[config.mk]
export PLATFORM = sky130hd
export DESIGN_NAME = ram_load_sequencer
export DESIGN_NICKNAME = d
export VERILOG_FILES = /design/src/rtl/ram_load_sequencer_pkg.sv /design/src/rtl/ram_load_sequencer.sv
export SDC_FILE = /design/constraint.sdc
export NUM_CORES = 1
export LEC_CHECK = 0
export ABC_AREA = 1
export CAP_MARGIN = 20
export CORE_ASPECT_RATIO = 0.75
export CORE_MARGIN = 8
export CORE_UTILIZATION = 35
export DETAILED_ROUTE_END_ITERATION = 8
export GPL_TIMING_DRIVEN = 0
export PLACE_DENSITY_LB_ADDON = 0.25
export SLEW_MARGIN = 20
export SYNTH_ARGS = -nofsm -noshare
export SYNTH_HDL_FRONTEND = slang
export SYNTH_SLANG_ARGS = --single-unit
[constraint.sdc]
create_clock -name clk -period 2.4 [get_ports clk]
set_clock_uncertainty 0.15 [all_clocks]
set_input_delay 0.48 -clock clk [delete_from_list [all_inputs] [get_ports clk]]
set_output_delay 0.48 -clock clk [all_outputs]
set_load 0.03 [all_outputs]
[src/rtl/ram_load_sequencer_pkg.sv]
// ram_load_sequencer_pkg
//   Shared definitions for the RAM load/dump sequencer: default bus and
//   address widths, memory depth and the sequencer state encoding.
//   No ports (package).
package ram_load_sequencer_pkg;

  localparam int DEF_DATA_WIDTH = 8;
  localparam int DEF_ADDR_WIDTH = 4;
  localparam int DEPTH          = 1 << DEF_ADDR_WIDTH;

  // 3-bit state encoding; the enum literals double as the ST_* constants.
  typedef enum logic [2:0] {
    ST_IDLE    = 3'd0,
    ST_P_ADDR  = 3'd1,
    ST_P_WRITE = 3'd2,
    ST_D_ADDR  = 3'd3,
    ST_D_READ  = 3'd4,
    ST_D_OUT   = 3'd5,
    ST_DONE    = 3'd6
  } state_t;

  // The sequencer owns the RAM in every state except the two resting ones.
  function automatic logic is_busy(input state_t s);
    return (s != ST_IDLE) && (s != ST_DONE);
  endfunction

endpackage

[src/rtl/ram_load_sequencer.sv]
// ram_load_sequencer
//   Owns the shared bus, the MAR load strobe and the RAM strobes.
//   RUN mode (prog_mode=0, not busy): CPU strobes pass straight through.
//   PROGRAM mode: bytes from the load stream are written to RAM at
//   consecutive addresses (MAR load cycle, then RAM write cycle), and a
//   start_dump pulse streams all RAM words out from address 0.
//
//   Handshakes: a stream word transfers on a rising clk edge where both
//   valid and ready are 1. The producer must hold valid and data steady
//   until that edge; ready may be asserted independently of valid.
//   (in_valid/in_ready: load stream in; out_valid/out_ready: dump stream out.)
//
// Ports
//   clk, rst_n                    clock, asynchronous active-low reset
//   prog_mode                     1 = PROGRAM/dump, 0 = RUN
//   cpu_mar_load/ram_enable/ram_write   CPU strobes for RUN passthrough
//   in_valid, in_data, in_ready   load stream
//   start_dump                    one-cycle pulse: dump all words from 0
//   out_valid, out_data, out_ready dump stream
//   bus_in                        current shared-bus value
//   bus_out, bus_drive_en         value/enable this block drives on the bus
//   mar_load, ram_enable, ram_write  strobes to MAR and RAM
//   busy, done                    status
//   state_dbg                     current FSM state, for observation
module ram_load_sequencer
  import ram_load_sequencer_pkg::*;
#(
  parameter int DATA_WIDTH = DEF_DATA_WIDTH,
  parameter int ADDR_WIDTH = DEF_ADDR_WIDTH
) (
  input  logic                  clk,
  input  logic                  rst_n,
  input  logic                  prog_mode,
  input  logic                  cpu_mar_load,
  input  logic                  cpu_ram_enable,
  input  logic                  cpu_ram_write,
  input  logic                  in_valid,
  input  logic [DATA_WIDTH-1:0] in_data,
  output logic                  in_ready,
  input  logic                  start_dump,
  output logic                  out_valid,
  output logic [DATA_WIDTH-1:0] out_data,
  input  logic                  out_ready,
  input  logic [DATA_WIDTH-1:0] bus_in,
  output logic [DATA_WIDTH-1:0] bus_out,
  output logic                  bus_drive_en,
  output logic                  mar_load,
  output logic                  ram_enable,
  output logic                  ram_write,
  output logic                  busy,
  output logic                  done,
  output state_t                state_dbg
);

  localparam int PAD = DATA_WIDTH - ADDR_WIDTH;
  localparam logic [ADDR_WIDTH-1:0] LAST_ADDR = '1;

  state_t                  state;
  logic [ADDR_WIDTH-1:0]   ptr;
  logic [ADDR_WIDTH-1:0]   ptr_inc;
  logic [DATA_WIDTH-1:0]   hold;
  logic [DATA_WIDTH-1:0]   ptr_word;
  logic [DATA_WIDTH-1:0]   inc_word;

  // Registered FSM strobes; set on the transition into the state that owns them.
  logic                    drive_q;
  logic                    mar_q;
  logic                    write_q;
  logic                    renable_q;
  logic [DATA_WIDTH-1:0]   bus_q;

  assign ptr_inc  = ptr + 1'b1;
  assign ptr_word = {{PAD{1'b0}}, ptr};
  assign inc_word = {{PAD{1'b0}}, ptr_inc};

  always_ff @(posedge clk or negedge rst_n) begin
    if (!rst_n) begin
      state     <= ST_IDLE;
      ptr       <= '0;
      hold      <= '0;
      drive_q   <= 1'b0;
      mar_q     <= 1'b0;
      write_q   <= 1'b0;
      renable_q <= 1'b0;
      bus_q     <= '0;
      out_valid <= 1'b0;
      out_data  <= '0;
    end else begin
      drive_q   <= 1'b0;
      mar_q     <= 1'b0;
      write_q   <= 1'b0;
      renable_q <= 1'b0;
      bus_q     <= '0;
      case (state)
        ST_IDLE: begin
          if (prog_mode) begin
            if (start_dump) begin
              // Dump always restarts at address 0 and beats a pending byte.
              ptr     <= '0;
              state   <= ST_D_ADDR;
              drive_q <= 1'b1;
              mar_q   <= 1'b1;
            end else if (in_valid) begin
              hold    <= in_data;
              state   <= ST_P_ADDR;
              drive_q <= 1'b1;
              mar_q   <= 1'b1;
              bus_q   <= ptr_word;
            end
          end
        end
        ST_P_ADDR: begin
          state   <= ST_P_WRITE;
          drive_q <= 1'b1;
          write_q <= 1'b1;
          bus_q   <= hold;
        end
        ST_P_WRITE: begin
          ptr   <= ptr_inc;
          state <= (ptr == LAST_ADDR) ? ST_DONE : ST_IDLE;
        end
        ST_D_ADDR: begin
          state     <= ST_D_READ;
          renable_q <= 1'b1;
        end
        ST_D_READ: begin
          // RAM is driving the bus this cycle.
          out_data  <= bus_in;
          out_valid <= 1'b1;
          state     <= ST_D_OUT;
        end
        ST_D_OUT: begin
          if (out_ready) begin
            out_valid <= 1'b0;
            ptr       <= ptr_inc;
            if (ptr == LAST_ADDR) begin
              state <= ST_DONE;
            end else begin
              state   <= ST_D_ADDR;
              drive_q <= 1'b1;
              mar_q   <= 1'b1;
              bus_q   <= inc_word;
            end
          end
        end
        ST_DONE: begin
          if (prog_mode && start_dump) begin
            ptr     <= '0;
            state   <= ST_D_ADDR;
            drive_q <= 1'b1;
            mar_q   <= 1'b1;
          end else if (!prog_mode || in_valid) begin
            ptr   <= '0;
            state <= ST_IDLE;
          end
        end
        default: state <= ST_IDLE;
      endcase
    end
  end

  assign busy      = is_busy(state);
  assign done      = (state == ST_DONE);
  assign state_dbg = state;

  // Strobe arbitration: FSM strobes while busy or in PROGRAM mode, CPU
  // passthrough otherwise. Everything is forced low while reset is held so
  // no strobe survives an abort.
  always_comb begin
    mar_load     = 1'b0;
    ram_enable   = 1'b0;
    ram_write    = 1'b0;
    bus_drive_en = 1'b0;
    bus_out      = '0;
    in_ready     = 1'b0;
    if (rst_n) begin
      bus_drive_en = drive_q;
      bus_out      = bus_q;
      mar_load     = mar_q;
      ram_write    = write_q;
      ram_enable   = renable_q;
      if (!busy && !prog_mode) begin
        mar_load   = cpu_mar_load;
        ram_enable = cpu_ram_enable;
        ram_write  = cpu_ram_write;
      end
      in_ready = (state == ST_IDLE) && prog_mode && !start_dump;
    end
  end

endmodule

-- Word-level counts from Yosys, hierarchy flattened
Cells that the tools add are included.
- output and inout port bits: 27
- bits of input ports: 25
- word-level logic and storage cells: 84
- register bits after elaboration: 36
- bitwise logic cells: 1
- multiplexer cells: 42
- equality and inequality tests: 13
- add/sub/neg operators: 1
- reduce and logical (&&, ||, !) cells: 17
- operators with widths (kind ; number):
    $mux 4 ; 10
    $mux 3 ; 8
    $pmux 8 s3 ; 1
    $pmux 3 s7 ; 1
    $mux 1 ; 17
    $pmux 4 s4 ; 1
    $eq 3x3->1 const B ; 3
    $mux 8 ; 1
    $reduce_and 4->1 ; 2
    $eq 3x2->1 const B ; 2
    $ne 2x2->1 const B ; 3
    $ne 3x3->1 const B ; 2
    $logic_and 1x1->1 ; 5
    $reduce_and 5->1 ; 1
    $add 4x1->4 const B ; 1
    $eq 4x4->1 const B ; 1
    $pmux 1 s4 ; 1
    $reduce_bool 4->1 ; 1
    $eq 3x1->1 const B ; 1
    $logic_not 1->1 ; 3
    $logic_not 3->1 ; 1
    $ne 3x1->1 const B ; 1
    $pmux 1 s3 ; 1
    $reduce_bool 3->1 ; 1
    5 further kinds ; 5

-- Logic depth before layout (Yosys ltp)
- word-level depth: 6
- gate-level depth with buffers: 8
- mapped depth without buffers: 8

-- Worst setup path before layout
OpenSTA, ideal clock, no wires.
- kind: reg2out
- start: register state[1], in the netlist state_dbg[1]
- end: output mar_load
- arrival: 1.553 ns
- path slack: 0.217 ns
- path buffers: 0
- stages on the path, launching flop included: 7
- data required time: 1.770 ns
- cell sequence: dfrtp_1 -> nand3_2 -> nand2_1 -> nand2_1 -> inv_1 -> nor2_1 -> nor2_1
- cells in the longest elaborated chain, start to end: 6
- elaborated cells on any way between the ends: 7
- classes of those cells: eq/ne: 1; mux: 2; reduce/logical: 4
- ends and longest elaborated chain (item ; line ; text):
    start, declared ; ram_load_sequencer.sv:58 ; state_t state;
    start signal, assigned ; ram_load_sequencer.sv:120 ; state <= (ptr == LAST_ADDR) ? ST_DONE : ST_IDLE;
    $ne 3x3->1 or $reduce_bool 3->1 (tied branches) ; ram_load_sequencer_pkg.sv:24 ; return (s != ST_IDLE) && (s != ST_DONE);
    $logic_and 1x1->1 (*) ; ram_load_sequencer_pkg.sv:24 ;
    $logic_not 1->1 (*) ; ram_load_sequencer.sv:182 ; if (!busy && !prog_mode) begin
    $logic_and 1x1->1 (*) ; ram_load_sequencer.sv:182 ;
    $mux 1 (*) ; ram_load_sequencer.sv:182 ;
    $mux 1 (*) ; ram_load_sequencer.sv:176 ; if (rst_n) begin
    end, declared ; ram_load_sequencer.sv:47 ; output logic mar_load,
Mark *: on every way between the ends. The rest lies on a longest branch, timed or not.

-- Worst setup path in the final report
- start: input start_dump
- end: output in_ready
- cells in the longest elaborated chain, start to end: 3
- ends and longest elaborated chain (item ; line ; text):
    start, declared ; ram_load_sequencer.sv:40 ; input logic start_dump,
    $logic_not 1->1 ; ram_load_sequencer.sv:187 ; in_ready = (state == ST_IDLE) && prog_mode && !start_dump;
    $logic_and 1x1->1 ; ram_load_sequencer.sv:187 ;
    $mux 1 ; ram_load_sequencer.sv:176 ;
    end, declared ; ram_load_sequencer.sv:39 ; output logic in_ready,
No other way between the ends.

==> impl_metrics.tcl <==
set metrics [dict create \
    outcome "finished, final reports clean" \
    grt_pass1_wl_um 7872 \
    synth-edff-count 0 \
    cts_buffers 5 \
    slowest_stage "clkdlybuf4s50_1" \
    cp.arrival_ps 1650 \
    clk_pin_slew_ps 80 \
    final_cell_mix "60 x nand2_1, 34 x clkdlybuf4s50_1, 33 x dfrtp_1" \
    dr_total_vias 1629 \
    cp_slowest_stage_delay_ps 500 \
    max-cap-violations 0 \
    setup.worst_path.end_class "output pin" \
    crit_path_cell_trace "clkdlybuf4s50_1 > nor3_4 > and2_1 > clkdlybuf4s18_2" \
    power_density_nw_per_um2 1132 \
    finalCriticalPeriod_ps 2280 \
    dr.first_iter.drc_count 51 \
    yosysSeqAreaShare 0.4918 \
    cts_root_buf "clkbuf_8" \
    viasPerCell 4.641 \
    port_buffers 51 \
    cts-htree-levels 2 \
    hpwl_um 3426 \
    setup_violations 0 \
    tightest_slew_ps 653.0 \
    clock.fmax_mhz 438.6 \
    worstSkewPairLatency_ps 290 \
    critPathKind "primary input to output pin" \
    diodes 0 \
    p_leak_nw 1.379 \
    avgSynthCellArea_um2 8.177 \
    io_pins 52 \
    startpoint_type "primary input" \
    syn_nets 250 \
    synth_ff_type "dfrtp_1" \
    synth_cells 224 \
    clock_sinks 36 \
    syn2layout_area_growth_pct 41.32 \
    grtUsageTotal 0.1237 \
    layout-drive-gt1-share 0.1959 \
    period_share 0.9501 \
    finalHoldViolations 0 \
    totalWireLength_um 4468 \
    grt_max_degree 23 \
    gp_congestion 0.8766 \
    firstDrtPassIters 4 \
    r2r_cells 8 \
    hold_ws_ps 221.8 \
    clockBufferDepth 2 \
    postRouteAntennaNets 0 \
    async_reset_ff_frac 1.000 \
    grt.overflow.total 0 \
    rows 22 \
    hp-class "primary input to asynchronous set/reset pin" \
    grt_pass1_vias 1653 \
    cp_data_required_time_ps 1770 \
    dieWidth_um 99.54 \
    rsz0062_at_grt "false" \
    dieHeight_um 78.65 \
    relSlewSlack 0.5632 \
    synth_area_um2 1832 \
    fp.coreArea_um2 4955 \
    ir_drop_uv 415.1 \
    initial_core_util 0.3697 \
    postLayoutCoreUtil 0.5225 \
    power.total_w 0.002929 \
    final_common_cell "nand2_1" \
    die-area_um2 7828 \
    cts_tree "done" \
    drc 0 \
    critPathMaxFanout 4 \
    routedWlPerCell_um 12.73 \
    antenna_found_initial 0 \
    ys_seq_elements 36 \
    drv_slew 0 \
    synth_warnings 0 \
    yosysUniqueCellTypes 27 \
    final_nets 316 \
]
==> layout make-up <==
| type | count | area, µm² |
|---|---|---|
| inverters | 35 | 132.6 |
| fillers | 500 | 2366 |
| clock inverters | 3 | 42.54 |
| well taps | 60 | 75.07 |
| flip-flops and latches | 36 | 904.6 |
| repair buffers | 59 | 563.0 |
| multi-input cells | 150 | 780.7 |
| clock buffers | 5 | 68.82 |
| plain buffers | 3 | 21.27 |
==> flip-flops by register name, indices dropped and copies added, names as in the netlist <==
register,count
hold,8
out_valid,1
drive_q,1
mar_q,1
bus_q,8
state_dbg,3
write_q,1
out_data,8
ptr,4
renable_q,1
==> through the flow <==
| step | setup WS [ps] | area [µm²] | TNS (ps) | instances |
|---|---|---|---|---|
| finish | 119.9 | 2589 | 0 | 351 |
| global route | 16.69 | 2589 | 0 | 351 |
| global placement | -1820 | 2417 | -29760 | 335 |
| floorplan | 217.1 | 1832 | 0 | 224 |
| CTS | 48.79 | 2555 | 0 | 347 |
| detailed placement | -647.8 | 2440 | -6842 | 336 |
==> metal layers <==
| layer | wire, µm | vias up | track usage |
|---|---|---|---|
| met3 | 296 | 7 | 0.04229 |
| met1 | 2239 | 739 | 0.1619 |
| met5 | 0 | - | 0 |
| met2 | 1890 | 54 | 0.1886 |
| met4 | 41 | 0 | 0.03614 |
| li1 | - | 829 | - |
==> synthesized netlist by cell type, types with 3 or more instances <==
library cell,instances,share of area
dfrtp_1,36,0.49
inv_1,31,0.064
inv_2,3,0.0061
mux2_2,8,0.049
nand2_1,61,0.13
nand2_2,3,0.010
nand3_1,29,0.079
nand3_2,3,0.016
nor2_1,22,0.045
nor2_2,5,0.017
nor2_4,3,0.018
o21ai_0,5,0.014
==> final timing paths <==
kind	startpoint	end	slack (ps)
setup / recovery	start_dump	in_ready	120
hold / removal	rst_n	out_data[0]$_DFFE_PN0P_	220
setup reg to reg	state_dbg[1]$_DFFE_PN0P_	ptr[0]$_DFFE_PN0P_	820
hold reg to reg	hold[3]$_DFFE_PN0P_	hold[3]$_DFFE_PN0P_	320
max in group asynchronous	rst_n	state_dbg[1]$_DFFE_PN0P_	1000
min in group clk	hold[3]$_DFFE_PN0P_	hold[3]$_DFFE_PN0P_	320
==> cells by family after synthesis <==
group           Yosys count  share of synthesized area
flops                    36                     0.4918
simple gates            133                     0.3436
compound gates            8                    0.02527
buf+inv                  38                    0.08332
fa+ha+maj                 1                   0.006830
mux                       8                    0.04918
==> power by group <==
group	total (W)	internal [W]	switching, W
combinational	0.00140	0.000572	0.000830
sequential	0.000997	0.000848	0.000149
clock	0.000530	0.000307	0.000223
==> worst max-delay path: cells and delay by family <==
family | cells | cell delay [ps]
buf+inv | 2 | 790
simple gates | 2 | 370
==> timing repair <==
| action | in CTS | in global routing |
|---|---|---|
| pin swaps | 1 | 1 |
| endpoints found under the setup margin | 15 | 3 |
| gates resized for setup | 35 | 6 |
| hold buffers | 2 | 0 |
| setup buffers | 1 | 4 |
| hold endpoints to repair | 14 | 0 |
No activity file was read; power rests on OpenSTA's default activity.
==> RTL edit 1 (config.mk and constraints unchanged) <==
Register the output `state_dbg` once more; this adds one clock of latency there. The other outputs are not delayed to match.
--- a/src/rtl/ram_load_sequencer.sv
+++ b/src/rtl/ram_load_sequencer.sv
@@ -162,5 +162,7 @@
   assign busy      = is_busy(state);
   assign done      = (state == ST_DONE);
-  assign state_dbg = state;
+  always_ff @(posedge clk) begin
+    state_dbg <= state;
+  end
 
   // Strobe arbitration: FSM strobes while busy or in PROGRAM mode, CPU
Check against the original RTL: not equivalent (Yosys sat finds a counterexample within 4 cycles, from zero or initial values and one cycle with rst_n low).
==> RTL edit 1 against the unedited design <==
Critical path depth rose by 1. Total power is 3.5% higher. Setup slack got worse by 0.036 ns. Wire length rose by 2.0%. Final cell count grew 5.4%. Critical path type is now register to output port. Design area grew 3.8%. Sequential cell count grew 3. Highest routed layer unchanged. Synthesized area rose by 3.3%. Register-to-register slack got worse by 0.06 ns.
==> RTL edit 1: results (changes against the unedited design) <==
DR WL met2 1.97 mm (+4.4%); Fill cells 498 (-0.40%); routing usage on met3 0.0340 (-0.00832); routability cong. 0.900 (+2.7%); pre-CTS WS -0.535 ns (+0.113 ns); Seq cells 39 (+8.3%); met3 WL 355 µm (+20%); Max stage delay on crit path 0.46 ns (-0.04 ns); clkbuf count 6 (+1); initial drt markers 75 (+47%); Slew @ Worst Pin 0.497 ns (-0.156 ns); Adder-Cell Fraction of Synth Area 0.00661 (-0.000217); die width 101 µm (+1.4%); clock-cell share of area 0.0438 (+0.000746); synth-to-layout area growth 42.1%; Mapped Nets 253 (+1.2%); Seq area share 0.359 (+0.00949); NonClk Buf Share 0.223 (-0.00225); ranking of synthesized cells by area dfrtp_1 (48%), nand2_1 (12%), nand3_1 (7.7%), inv_1 (6.2%), mux2_2 (4.8%); met1 usage 0.166 (+0.00410); final std cells w/o fill 370 (+5.4%); Wirelength per Cell 12.3 µm (-3.2%); Distinct cells, synth 28 (+3.7%); M2 GR Usage 0.181 (-0.00723); status finished clean; layout cells sized above 1 0.197 (+0.000734); Placed Cells 354 (+5.4%); multi-input logic area 778 µm² (-0.32%); Final nets 320 (+1.3%); DRT met1 WL 2.19 mm (-2.1%)
[RTL edit 1: report_power, final]
part	switching (mW)	total [mW]	internal (mW)
clock	0.216	0.552	0.336
sequential	0.149	1.07	0.921
combinational	0.839	1.41	0.572
[RTL edit 1: path summary, 6_finish.rpt]
check	start	to	slack, ns	depth (start not counted)
min	rst_n	out_data[0]$_DFFE_PN0P_	0.1	3
max	state[1]$_DFFE_PN0P_	in_ready	0.08	5
min in group clk	hold[3]$_DFFE_PN0P_	hold[3]$_DFFE_PN0P_	0.32	2
max in group asynchronous	rst_n	state[2]$_DFFE_PN0P_	1.29	2
min reg2reg	hold[3]$_DFFE_PN0P_	hold[3]$_DFFE_PN0P_	0.32	2
max reg2reg	state[1]$_DFFE_PN0P_	bus_q[7]$_DFF_PN0_	0.76	6
[RTL edit 1: what timing repair did]
action / in CTS / in global routing
gates resized for setup: 35 / 6
endpoints found under the hold margin: 7 / 0
setup buffers: 0 / 5
setup endpoints to repair: 15 / 4
pin swaps: 0 / 2
hold buffers: 3 / 0
==> RTL edit 2 (same settings) <==
Made on the original files. Change the package constant `DEF_DATA_WIDTH` from 8 to 10.
--- a/src/rtl/ram_load_sequencer_pkg.sv
+++ b/src/rtl/ram_load_sequencer_pkg.sv
@@ -5,5 +5,5 @@
 package ram_load_sequencer_pkg;
 
-  localparam int DEF_DATA_WIDTH = 8;
+  localparam int DEF_DATA_WIDTH = 10;
   localparam int DEF_ADDR_WIDTH = 4;
   localparam int DEPTH          = 1 << DEF_ADDR_WIDTH;
Interface: changed (resized bus_in, bus_out, in_data and out_data); port bits go from 52 to 60. The function was not compared with the original's and may differ.
==> RTL edit 2 against the unedited design <==
Setup slack got worse by 0.0028 ns. Wire length increased by 11%. Synthesized area increased by 10%. Highest routed layer unchanged. Critical endpoint is now ram_write. Total power increased by 12%. Sequential cell count increased by 6. Design area increased by 9.6%. Critical path type is now register to output port. Combinational power increased by 17%. Core utilization decreased by 2.5 points. Count of clock-buffer cells in the layout increased by 1.
==> RTL edit 2: results (changes against the unedited design) <==
Final nets 344 (+8.9%); PortBufs 58 (+14%); status finished clean; Max stage delay on crit path 0.38 ns (-0.12 ns); R2R setup slack 0.74 ns (-0.08 ns); DR WL met2 2.35 mm (+24%); Max VDD drop 488 µV (+17%); Reg2Reg Depth 5 (-3); CP max FO 9 (+5); pre-CTS WS -0.627 ns (+0.0207 ns); internal power 1.87 mW (+8.2%); PostCTS Resize Cnt 46 (+31%); post-synthesis compound-gate area fraction 0.0298 (+0.00448); routability cong. 0.968 (+10%); critical path's slowest cell dfrtp_1; post-DP HPWL 3.79 mm (+11%); final std cells w/o fill 393 (+12%); GRT Total Usage 0.120 (-0.00362); number of global-route vias before repair 1,715 (+3.8%); Placed Cells 382 (+14%); ranking of synthesized cells by area dfrtp_1 (52%), nand2_1 (14%), nand3_1 (7.7%), inv_1 (6.0%), mux2_2 (4.5%); WL final 4.96 mm (+11%); leakage 1.50 nW (+8.5%); Worst Setup SP state_dbg[2]$_DFFE_PN0P_; met1 usage 0.142 (-0.0202); hold_ws 0.0784 ns (-0.143 ns); M2 GR Usage 0.208 (+0.0195); Seq/Total Area, Yosys 0.521 (+0.0290); Slew @ Worst Pin 0.659 ns (+0.00640 ns); layout cells sized above 1 0.137 (-0.0594)
[RTL edit 2: cell count changes in the layout (fill, tap and decap cells not counted), sizes merged, moves of 2 or more]
cell | before | now
dlygate4sd2 | 12 | 3
nand2 | 65 | 78
clkdlybuf4s50 | 34 | 40
clkdlybuf4s15 | 0 | 10
mux2 | 8 | 10
a21oi | 1 | 3
xnor2 | 0 | 2
dfrtp | 36 | 42
nor2 | 30 | 26
[RTL edit 2: cell type report]
type / count / area (µm²)
repair buffers: 62 / 617
inverters: 33 / 124
clock inverters: 2 / 12.5
fillers: 565 / 2870
clock buffers: 6 / 82.6
multi-input cells: 164 / 816
well taps: 78 / 97.6
flip-flops and latches: 42 / 1050
plain buffers: 6 / 36.3
[RTL edit 2: power by group through the flow]
stage | clock network [mW] | logic [mW] | registers, mW
floorplan | 0 | 0.836 | 1.37
global placement | 0 | 1.65 | 1.16
detailed placement | 0 | 1.67 | 1.16
CTS | 0.494 | 1.65 | 1.16
global route | 0.517 | 1.78 | 1.20
finish | 0.475 | 1.64 | 1.16
